[config.mk]
export PLATFORM = sky130hd
export DESIGN_NAME = regfile_gen
export DESIGN_NICKNAME = d
export VERILOG_FILES = /design/src/rtl/regfile_gen.sv
export SDC_FILE = /design/constraint.sdc
export NUM_CORES = 2
export LEC_CHECK = 0
export CAP_MARGIN = 20
export CORE_MARGIN = 2
export CORE_UTILIZATION = 55
export CTS_CLUSTER_SIZE = 10
export DETAILED_ROUTE_END_ITERATION = 16
export HOLD_SLACK_MARGIN = 0.03
export PLACE_DENSITY = 0.72
export SLEW_MARGIN = 40
export SYNTH_ARGS = -nofsm -noshare
export SYNTH_HDL_FRONTEND = slang
export SYNTH_SLANG_ARGS = --single-unit
[constraint.sdc]
create_clock -name clk -period 3.75 [get_ports clk]
set_clock_uncertainty 0.1 [all_clocks]
set_input_delay 0.75 -clock clk [delete_from_list [all_inputs] [get_ports clk]]
set_output_delay 0.75 -clock clk [all_outputs]
set_load 0.02 [all_outputs]
[src/rtl/regfile_gen.sv]
// DATA_W x 2^ADDR_W register file: byte-enabled write/read ports, hardwired-zero entry 0,
// sequential clear engine and pending-write scoreboard. Optional same-cycle forwarding: RF_BYPASS_EN.
module regfile_gen #(
    parameter int unsigned DATA_W = 32,
    parameter int unsigned ADDR_W = 5
) (
    input  logic                   clk,
    input  logic                   resetn,
    input  logic                   clr_req,
    output logic                   busy,
    input  logic [DATA_W/8-1:0]    wen,
    input  logic [ADDR_W-1:0]      waddr,
    input  logic [DATA_W-1:0]      wdata,
    input  logic [DATA_W/8-1:0]    ren1,
    input  logic [ADDR_W-1:0]      raddr1,
    output logic [DATA_W-1:0]      rdata1,
    input  logic [DATA_W/8-1:0]    ren2,
    input  logic [ADDR_W-1:0]      raddr2,
    output logic [DATA_W-1:0]      rdata2,
    input  logic                   iss_valid,
    input  logic [ADDR_W-1:0]      iss_addr,
    output logic                   pend1,
    output logic                   pend2,
    input  logic [ADDR_W-1:0]      test_addr,
    output logic [DATA_W-1:0]      test_data
);

    localparam int unsigned NB    = DATA_W / 8;
    localparam int unsigned DEPTH = 1 << ADDR_W;

    typedef enum logic {
        CLEAR = 1'b0,
        IDLE  = 1'b1
    } state_t;

    state_t             r_state;
    logic [ADDR_W-1:0]  r_cnt;
    logic [DEPTH-1:0]   r_pend;
    logic [DATA_W-1:0]  r_rf [DEPTH];

    logic               w_idle;
    logic               w_wr_any;
    logic [DATA_W-1:0]  w_rd1;
    logic [DATA_W-1:0]  w_rd2;
    logic [DATA_W-1:0]  w_tst;

    assign w_idle   = (r_state == IDLE);
    assign w_wr_any = w_idle && (wen != '0) && (waddr != '0);

    // Clear engine: walks every entry once, then hands over to normal operation.
    always_ff @(posedge clk or negedge resetn) begin
        if (!resetn) begin
            r_state <= CLEAR;
            r_cnt   <= '0;
        end else begin
            case (r_state)
                CLEAR: begin
                    r_cnt <= r_cnt + ADDR_W'(1);
                    if (r_cnt == ADDR_W'(DEPTH - 1)) begin
                        r_state <= IDLE;
                    end
                end
                IDLE: begin
                    if (clr_req) begin
                        r_state <= CLEAR;
                        r_cnt   <= '0;
                    end
                end
                default: begin
                    r_state <= CLEAR;
                    r_cnt   <= '0;
                end
            endcase
        end
    end

    // Scoreboard: issue sets after the write-back clear, so a newer producer wins.
    always_ff @(posedge clk or negedge resetn) begin
        if (!resetn) begin
            r_pend <= '0;
        end else if (w_idle) begin
            if (clr_req) begin
                r_pend <= '0;
            end else begin
                for (int a = 1; a < int'(DEPTH); a++) begin
                    if ((wen != '0) && (waddr == ADDR_W'(a))) begin
                        r_pend[a] <= 1'b0;
                    end
                    if (iss_valid && (iss_addr == ADDR_W'(a))) begin
                        r_pend[a] <= 1'b1;
                    end
                end
                r_pend[0] <= 1'b0;
            end
        end
    end

    // Array storage is not reset; the clear engine defines its contents.
    always_ff @(posedge clk) begin
        if (!w_idle) begin
            r_rf[r_cnt] <= '0;
        end else if (w_wr_any) begin
            for (int i = 0; i < int'(NB); i++) begin
                if (wen[i]) begin
                    r_rf[waddr][8*i +: 8] <= wdata[8*i +: 8];
                end
            end
        end
    end

    always_comb begin
        w_rd1 = '0;
        w_rd2 = '0;
        w_tst = '0;
        if (w_idle) begin
            for (int i = 0; i < int'(NB); i++) begin
                if (ren1[i] && (raddr1 != '0)) begin
                    w_rd1[8*i +: 8] = r_rf[raddr1][8*i +: 8];
`ifdef RF_BYPASS_EN
                    if ((raddr1 == waddr) && wen[i]) begin
                        w_rd1[8*i +: 8] = wdata[8*i +: 8];
                    end
`endif
                end
                if (ren2[i] && (raddr2 != '0)) begin
                    w_rd2[8*i +: 8] = r_rf[raddr2][8*i +: 8];
`ifdef RF_BYPASS_EN
                    if ((raddr2 == waddr) && wen[i]) begin
                        w_rd2[8*i +: 8] = wdata[8*i +: 8];
                    end
`endif
                end
            end
            if (test_addr != '0) begin
                w_tst = r_rf[test_addr];
            end
        end
    end

    assign busy      = !w_idle;
    assign rdata1    = w_rd1;
    assign rdata2    = w_rd2;
    assign test_data = w_tst;
    assign pend1     = w_idle && r_pend[raddr1];
    assign pend2     = w_idle && r_pend[raddr2];

endmodule

==> impl_metrics.yaml <==
hold_path:
  hold_depth: 1
  min-delay-path-class: "reg -> reg"
clocking:
  htree_levels: 3
  cts_tree: "yes"
  cts_root_buf: "clkbuf_16"
  numCtsBuffers: 121
  cts_max_path_buffers: 3
  path_clk_slew_ns: 0.05
  clock_latency_ns: 0.73
  cts.sinks: 1061
yosys:
  synthAdderAreaFrac_pct: 0.0418
  synthXorXnorAreaFrac_pct: 0.0293
  synthFlopType: "edfxtp_1"
  yosysMostFrequentCell: "edfxtp_1"
  synthesis.area_um2: 59900
  synth-compound-area-share_pct: 6.53
  postSynthAreaPerCell_um2: 17.0
  seq_area_frac_synth_pct: 52.9
  synth_commonest_cells: "1024 x edfxtp_1, 700 x mux4_2, 266 x mux2i_1"
  synth_edf_count: 1024
  synth_cell_types: 82
  synth-async-reset-ratio_pct: 3.49
  synth.area.mux_share_pct: 32.6
  synth_top_family_by_area: "multiplexers"
  yosys-top-cells-area: "edfxtp_1 51%, mux4_2 26%, mux2i_1 4.4%"
  yosysTopAreaCellShare_pct: 51.4
  synth_seq_cells: 1061
  synth-simple-area-share_pct: 5.00
  synth_fp_nets: 3602
  synth_largest_area_cell: "edfxtp_1"
  yosysWarnings: 0
  syn-instance-count: 3527
run_status:
  violations: "negative setup slack"
  status: "complete, but fails checks"
setup_path:
  cp-end-kind: "primary output"
  crit_required_ns: 2.90
  path_buf_inv: 5
  cp_common_cell: "buf_4"
  crit_fanout: 10
  cp-start-kind: "input port"
  ff2ff_path_depth: 11
  crit_type: "in -> out"
  cp_cell_sequence: "buf_12 > clkbuf_16 > buf_4 > mux4_2 > mux2i_1 > a22o_2 > nor4_2 > buf_4 > dlygate4sd2_1"
  cpPeakStageDelay_ns: 0.49
  path_delay_family: "buffers and inverters"
  slowest_stage: "mux4_2"
  worstSetupPathDepth: 9
  arrival_ns: 2.98
power:
  power.leakage_nw: 26.0
  total_power_mw: 36.8
  p_per_area_nw_per_um2: 498
  peakVddDrop_uv: 478
detailed_routing:
  antenna_left: 0
  routed_wirelength_um: 229000
  drcViolationCount: 0
  firstDrtPassIters: 6
  vias_per_cell: 7.78
  dr_total_vias: 44697
  wire_per_inst_um: 39.8
  drt-initial-drc-count: 8556
final_layout:
  fin_nets: 4342
  syn_to_final_growth_pct: 23.7
  final_util_pct: 68.3
  postLayoutCellArea_um2: 74100
  drive_gt1_share_pct: 46.1
global_routing:
  grt_max_degree: 44
  antenna_found_initial: 9
  grt_pass1_vias: 43732
  grt_usage_pct: 40.4
  grt-ovfl-total: 0
  grt_pass1_wl_um: 320000
placement:
  placed_cell_area_um2: 68800
  hpwlAfterDp_um: 159000
  pre_cts_ws_ns: -0.711
  place_congestion: 1.03
  portBuffers: 171
floorplan:
  dieArea_um2: 111000
  die_h_um: 334
  rows: 121
  die_w_um: 334
  start_util_pct: 55.2
  coreArea_um2: 108000
  ios: 172
timing:
  fin_ws_ns: -0.0819
  slew_violations: 0
  setup_viol: 18
  tightest_slew_ns: 0.878
  hold_viol_final: 0
  rsz0062_at_grt: "yes"
  fin_crit_ns: 3.83
  fmax_mhz: 261
  slew_headroom_pct: 39.8
  period_share_pct: 102
job:
  cap_violations: 0
[timing repair]
item / in CTS / in global routing
endpoints found under the hold margin: 0 / 37
gates resized for setup: 240 / 185
pin swaps: 14 / 10
hold buffers: 0 / 1
setup endpoints to repair: 96 / 68
buffers inserted: 24 / 32
cloned: 4 / 7
[cell type report]
cell class	instances	area (um^2)
Clock inverter	20	183
Inverter	10	50.0
Timing Repair Buffer	963	9490
Clock buffer	164	3230
Fill cell	7046	34300
Tap cell	1414	1770
Multi-Input combinational cell	2110	27700
Antenna cell	4	10.0
Sequential cell	1061	31700
[through the flow]
step	setup TNS [ns]	hold WS [ns]	cells
finish	-0.729	0.433	5746
CTS	-0.381	0.0470	5704
global placement	-38.37	0.410	5493
global route	-0.739	0.452	5744
detailed placement	-32.50	0.420	5494
floorplan	0	0.354	3527
[registers in the layout, summed over array words and instances, names as in the netlist]
signal and count:
r_state 1, r_pend 31, r_rf 1024, r_cnt 5
[per-layer routing]
metal	wire length [um]	GRT usage [%]	share of wire (%)
met1	77000	54.2	34
met2	101000	59.7	44
met3	35700	13.2	16
met4	14700	20.8	6.4
met5	205	0	0.090
[cells by family (layout without fill, tap and decap cells)]
kind of cell / Yosys count / in the layout
and+or+nand+nor: 544 / 544
other: 0 / 4
xor gates and xnor gates: 2 / 2
adders and majority gates: 2 / 2
buffers and inverters: 356 / 1157
DFF: 1061 / 1061
muxes: 1061 / 1061
AOI/OAI and AO/OA: 501 / 501
[power by group]
part           internal (mW)  switching [mW]
Sequential              14.9           0.998
Clock                   6.04            4.72
Combinational           4.26            5.96
Total                   25.2            11.7
[worst register-to-register path: stages, from the launching register on]
cell and delay [ns]:
dfrtp_2 0.39, buf_4 0.17, bufbuf_16 0.35, buf_4 0.20, o41a_1 0.24, buf_4 0.16, o21a_2 0.21, mux2i_4 0.38
buf_4 0.27, buf_4 0.18, nor4b_2 0.38, buf_4 0.30
[placed cells by master, fill, tap and decap left out, drive strengths merged, types with 8 or more instances in the layout]
master,instances
mux2i,268
a22oi,118
a221oi,13
a21oi,47
o21ai,18
nand2,120
o31a,19
o22ai,35
a22o,33
o221ai,35
inv,12
nor2,46
nand3,35
buf,835
o2bb2ai,31
and2,47
a21o,8
a2111oi,8
edfxtp,1024
and3b,11
mux2,93
and3,16
nor3,122
nor2b,37
nand2b,14
o32a,25
a211oi,14
mux4,700
a31oi,20
nor4,18
clkinv,16
nor4b,9
nand4,11
a32oi,12
clkdlybuf4s50,60
dfrtp,37
clkbuf,197
dlygate4sd2,26
or4,20
o22a,34
[final timing paths]
check | from | endpoint | slack (ns)
setup / recovery | raddr2[0] | rdata2[28] | -0.08
hold / removal | r_pend[11]$_DFFE_PN0P_ | r_pend[11]$_DFFE_PN0P_ | 0.43
setup reg to reg | r_state$_DFF_PN0_ | r_rf[0][5]$_DFFE_PP_ | 0.12
hold reg to reg | r_pend[11]$_DFFE_PN0P_ | r_pend[11]$_DFFE_PN0P_ | 0.43
max in group asynchronous | resetn | r_state$_DFF_PN0_ | 2.73
min in group asynchronous | resetn | r_pend[17]$_DFFE_PN0P_ | 0.45
No activity file was read; power rests on OpenSTA's default activity.
